`config.mk`:
```
export PLATFORM = sky130hd
export DESIGN_NAME = debounce_scan_arbiter
export DESIGN_NICKNAME = d
export VERILOG_FILES = /design/src/rtl/debounce_scan_arbiter.sv
export SDC_FILE = /design/constraint.sdc
export NUM_CORES = 1
export LEC_CHECK = 0
export ABC_AREA = 1
export BUFFER_PORTS_ARGS = -buffer_cell sky130_fd_sc_hd__buf_2
export CORE_MARGIN = 2
export CORE_UTILIZATION = 65
export CTS_CLUSTER_SIZE = 25
export DETAILED_ROUTE_END_ITERATION = 8
export PLACE_DENSITY_LB_ADDON = 0.25
export SYNTH_ARGS = -nofsm -noshare
export SYNTH_HDL_FRONTEND = slang
export SYNTH_SLANG_ARGS = --single-unit
```
`constraint.sdc`:
```
create_clock -name clk -period 3.95 [get_ports clk]
set_clock_uncertainty 0.1 [all_clocks]
set_input_delay 0.1975 -clock clk [delete_from_list [all_inputs] [get_ports clk]]
set_output_delay 0.1975 -clock clk [all_outputs]
set_load 0.1 [all_outputs]
```
`src/rtl/debounce_scan_arbiter.sv`:
```
// debounce_scan_arbiter: N-channel push-button debouncer sharing one sample
// prescaler, with press/release events arbitrated round-robin onto a single
// valid/ready event port. Each channel has a one-deep pending slot, and an
// overwrite of an unconsumed event is flagged on overrun.
module debounce_scan_arbiter #(
  parameter int N            = 4,
  parameter int TICK_DIV     = 100000,
  parameter int STABLE_TICKS = 20,
  parameter int IDW          = $clog2(N)
) (
  input  logic           clk,
  input  logic           reset_n,
  input  logic [N-1:0]   noisy,
  output logic [N-1:0]   debounced,
  output logic           evt_valid,
  input  logic           evt_ready,
  output logic [IDW-1:0] evt_id,
  output logic           evt_edge,
  output logic           overrun
);

  localparam int PW = (TICK_DIV > 1) ? $clog2(TICK_DIV) : 1;
  localparam int CW = $clog2(STABLE_TICKS + 1);
  localparam logic [PW-1:0] TICK_LAST = PW'(TICK_DIV - 1);
  // A counter at this value that sees one more mismatching tick accepts the level.
  localparam logic [CW-1:0] CNT_LAST  = CW'(STABLE_TICKS - 1);

  logic [N-1:0]   r_sync1;
  logic [N-1:0]   r_sync2;
  logic [PW-1:0]  r_presc;
  logic [CW-1:0]  r_cnt [N];
  logic [N-1:0]   r_debounced;
  logic [N-1:0]   r_pend;
  logic [N-1:0]   r_pend_edge;
  logic           r_evt_valid;
  logic [IDW-1:0] r_evt_id;
  logic           r_evt_edge;
  logic [IDW-1:0] r_rr;
  logic           r_overrun;

  logic           w_tick;
  logic [N-1:0]   w_new_evt;
  logic           w_found;
  logic [IDW-1:0] w_sel;
  logic           w_load;
  logic [N-1:0]   w_grant_oh;

  // Two-flop synchronizer per channel for the asynchronous button levels.
  always_ff @(posedge clk) begin
    // NOTE: sequential state always uses non-blocking assignments so every
    // flop samples pre-edge values regardless of block ordering.
    if (!reset_n) begin
      r_sync1 <= '0;
      r_sync2 <= '0;
    end else begin
      r_sync1 <= noisy;
      r_sync2 <= r_sync1;
    end
  end

  // Shared prescaler: wraps at TICK_DIV-1 and produces the sample tick.
  always_ff @(posedge clk) begin
    if (!reset_n)    r_presc <= '0;
    else if (w_tick) r_presc <= '0;
    else             r_presc <= r_presc + 1'b1;
  end

  assign w_tick = (r_presc == TICK_LAST);

  // Per-channel stability counters and accepted levels.
  always_ff @(posedge clk) begin
    if (!reset_n) begin
      r_debounced <= '0;
      // NOTE: the counter array is reset element by element; a mid-run reset
      // must not leave partial stability counts behind.
      for (int i = 0; i < N; i++) r_cnt[i] <= '0;
    end else begin
      for (int i = 0; i < N; i++) begin
        if (r_sync2[i] == r_debounced[i]) begin
          r_cnt[i] <= '0;
        end else if (w_tick) begin
          if (r_cnt[i] == CNT_LAST) begin
            r_debounced[i] <= ~r_debounced[i];
            r_cnt[i]       <= '0;
          end else begin
            r_cnt[i] <= r_cnt[i] + 1'b1;
          end
        end
      end
    end
  end

  // Flags channels whose level is accepted this cycle; the new level is r_sync2.
  always_comb begin
    w_new_evt = '0;
    for (int i = 0; i < N; i++) begin
      w_new_evt[i] = (r_sync2[i] != r_debounced[i]) && w_tick && (r_cnt[i] == CNT_LAST);
    end
  end

  // Round-robin search of the pending slots starting just after the last grant.
  always_comb begin
    logic [IDW-1:0] idx;
    // NOTE: every variable gets a default before the loop so no latch is inferred.
    w_found = 1'b0;
    w_sel   = '0;
    idx     = '0;
    for (int off = 1; off <= N; off++) begin
      idx = IDW'((int'(r_rr) + off) % N);
      if (!w_found && r_pend[idx]) begin
        w_found = 1'b1;
        w_sel   = idx;
      end
    end
  end

  assign w_load     = !r_evt_valid || evt_ready;
  assign w_grant_oh = (w_load && w_found) ? (N'(1) << w_sel) : '0;

  // One-deep pending slots; a new event wins over a same-cycle grant clear.
  always_ff @(posedge clk) begin
    if (!reset_n) begin
      r_pend      <= '0;
      r_pend_edge <= '0;
      r_overrun   <= 1'b0;
    end else begin
      r_pend      <= (r_pend & ~w_grant_oh) | w_new_evt;
      r_pend_edge <= (r_pend_edge & ~w_new_evt) | (r_sync2 & w_new_evt);
      r_overrun   <= |(w_new_evt & r_pend & ~w_grant_oh);
    end
  end

  // Event output register: loads when empty or when the consumer takes it.
  always_ff @(posedge clk) begin
    if (!reset_n) begin
      r_evt_valid <= 1'b0;
      r_evt_id    <= '0;
      r_evt_edge  <= 1'b0;
      r_rr        <= IDW'(N - 1);
    end else if (w_load) begin
      r_evt_valid <= w_found;
      if (w_found) begin
        r_evt_id   <= w_sel;
        r_evt_edge <= r_pend_edge[w_sel];
        r_rr       <= w_sel;
      end
    end
  end

  assign debounced = r_debounced;
  assign evt_valid = r_evt_valid;
  assign evt_id    = r_evt_id;
  assign evt_edge  = r_evt_edge;
  assign overrun   = r_overrun;

endmodule

```
==> impl_metrics.yaml <==
die:
  dieArea_um2: 5560
  initial_core_util_pct: 68.1
  die_width_um: 74.6
  die_y_um: 74.6
  num_rows: 25
  core-area_um2: 4750
  ios: 16
global_routing:
  grt_util_all_layers_pct: 24.0
  antenna_found_initial: 0
  grt_max_degree: 20
  first_global_vias: 2371
  grt_pass1_wl_mm: 9.99
  overflow: 0
logic_synthesis:
  synth_area_um2: 3240
  syn-num-nets: 417
  yosysUniqueCellTypes: 37
  postSynth.asyncResetShare_pct: 0
  syn_inst: 405
  synth_ff_type: "dfxtp_1"
  synth-edff-count: 20
  ys_seq_area_share_pct: 45.8
  yosysWarnings: 0
  ys_seq_elements: 64
  syn_avg_cell_area_um2: 7.99
drt:
  firstDrtPassIters: 4
  routedWlPerCell_um: 11.9
  wirelength_mm: 5.95
  vias: 2621
  vias_per_cell: 5.23
  ant_nets: 0
  drc: 0
  drt_iter0_drc: 190
worst_setup_path:
  critPathRequiredTime_ns: 3.89
  crit_arrival_ns: 2.47
  cp_num_buf_inv: 1
  crit_chain: "ha_1 -> nand3_1 -> nor3_1 -> nand4_1 -> nand2_1 -> inv_1 -> nand2_1"
  crit_path_end_kind: "flop"
  cpMostUsedCell: "nand2_1"
  worstSetupPathType: "reg2reg"
  critical_path.slowest_cell: "nand2_1"
  reg2reg_slack_ns: 1.42
  crit_fanout: 14
  timing.critical_path.max_delay_family: "simple AND/OR/NAND/NOR gates"
  critPathMaxStageDelay_ns: 0.45
  start_kind: "flop"
pwr:
  worst_ir_drop_vdd_v: 0.000318
  power.leakage_nw: 1.49
  power.total_mw: 1.72
  p_per_area_nw_per_um2: 483
final_layout:
  mostFrequentLayoutCells: "nand2_1 (74), inv_1 (55), nor2_1 (46)"
  final_common_cell: "nand2_1"
  stdcell_area_um2: 3560
  n_antenna_cell: 0
  nNetsFinal: 441
  drive_gt1_share_pct: 15.2
  num-fill-cells: 391
  areaGrowthSynthToFinish_pct: 9.94
timing:
  setup_viol: 0
  rsz0062_at_grt: "false"
  hold_viol: 0
  slew_viol_final: 0
  fin_setup_tns_ns: 0
  fin_crit_sh_pct: 64.1
  setup_slack_ns: 1.42
  worstMarginPinSlew_ns: 0.487
  slew_headroom_pct: 67.8
  fin_crit_ns: 2.53
  max_freq_mhz: 395
placed_design:
  place_ws_ns: 1.44
  port_buffers: 15
  place_congestion: 0.864
  dp_hpwl_mm: 4.38
  postPlaceCellArea_um2: 3350
clock_network:
  cts.clk_slew.worst_paths_ns: 0.07
  clock_latency_ns: 0.34
  cts_sinks: 64
  cts.htree.levels: 3
  cts_tree: "yes"
  cts_buffer_depth: 2
  cts.root.buffer_cell: "clkbuf_8"
  cts_buffers: 9
  cts_setup_buffers: 0
status:
  status: "finished, final reports clean"
worst_hold_path:
  hold_class: "in2reg"
flow_run:
  maxCapViolCount: 0
[worst register-to-register path: stages, from the launching register on]
cell	delay (ns)
dfxtp_1	0.38
ha_1	0.21
nand3_1	0.15
nor3_1	0.21
nand4_1	0.24
nand2_1	0.45
inv_1	0.26
nand2_1	0.23
[path summary, 6_finish.rpt]
| kind | from | end | depth (start not counted) |
|---|---|---|---|
| worst max-delay path | r_presc[0]$_SDFF_PP0_ | r_cnt[0][4]$_SDFFCE_PN0P_ | 7 |
| worst min-delay path | evt_ready | evt_valid$_SDFFE_PN0N_ | 4 |
| worst max register to register | r_presc[0]$_SDFF_PP0_ | r_cnt[0][4]$_SDFFCE_PN0P_ | 7 |
| worst min register to register | r_sync1[2]$_SDFF_PN0_ | r_sync2[2]$_SDFF_PN0_ | 2 |
[synth_stat cells, types with 2 or more instances]
cell / count / area [um^2]
inv_1: 55 / 206
ha_1: 5 / 62.6
xnor2_1: 7 / 61.3
o211ai_1: 3 / 22.5
nor3_1: 6 / 30.0
edfxtp_1: 20 / 601
a21oi_1: 28 / 140
clkinv_1: 2 / 7.51
nand2_2: 9 / 56.3
nand3_2: 5 / 50.1
o21ai_0: 10 / 50.1
xor2_1: 9 / 78.8
nand2_4: 6 / 67.6
and3_1: 3 / 18.8
dfxtp_1: 44 / 881
inv_2: 4 / 15.0
or2_2: 5 / 31.3
nand2_1: 74 / 278
nor2_1: 46 / 173
nand4_1: 10 / 62.6
nand3_1: 32 / 160
nor4_1: 4 / 25.0
buf_2: 2 / 10.0
nor2_2: 3 / 18.8
[stage by stage]
step,instances,utilization [%],hold WS [ns]
after floorplan,405,-,0.195
after global placement,481,70.5,0.278
after detailed placement,481,70.5,0.283
after CTS,501,74.8,0.0931
after global routing,501,74.8,0.117
final,501,74.8,0.0977
[logic make-up after synthesis]
family / Yosys count / share of synthesized area [%]
flops: 64 / 45.8
fa+ha+maj: 5 / 1.93
buf+inv: 69 / 8.89
xor+xnor: 16 / 4.33
simple gates: 208 / 32.1
compound gates: 43 / 6.96
[per-layer routing]
metal	share of wire (%)	vias to the layer above	routed length (um)	GRT usage, %
li1	-	1366	-	-
met1	47	1193	2800	30.1
met2	47	52	2810	39.8
met3	3.8	10	224	4.88
met4	2.1	0	124	11.3
met5	0	-	0	0
[state kept, by name, indices dropped and copies added (netlist names), named ones only]
signal and cells:
debounced 4, evt_edge 1, evt_id 2, evt_valid 1, overrun 1, r_cnt 20, r_pend 4, r_presc 17
r_rr 2, r_sync1 4, r_sync2 4
[where the power goes]
group	switching (mW)	leakage, nW	internal [mW]
logic	0.348	0.811	0.145
clock network	0.250	0.0833	0.227
registers	0.0381	0.597	0.709
total	0.636	1.49	1.08
[timing repair]
action	CTS	global route
resized for setup	0	0
hold buffers	4	0
hold endpoints to repair	4	0
[cell type report]
class | count | area, um^2 | share of cell area, %
inverter | 63 | 244 | 6.86
timing repair buffer | 19 | 115 | 3.24
multi-input combinational | 272 | 1470 | 41.2
clock buffer | 11 | 131 | 3.69
tap | 67 | 83.8 | 2.36
clock inverter | 5 | 35.0 | 0.985
sequential | 64 | 1480 | 41.6
Power figures use the tool's default switching activity.
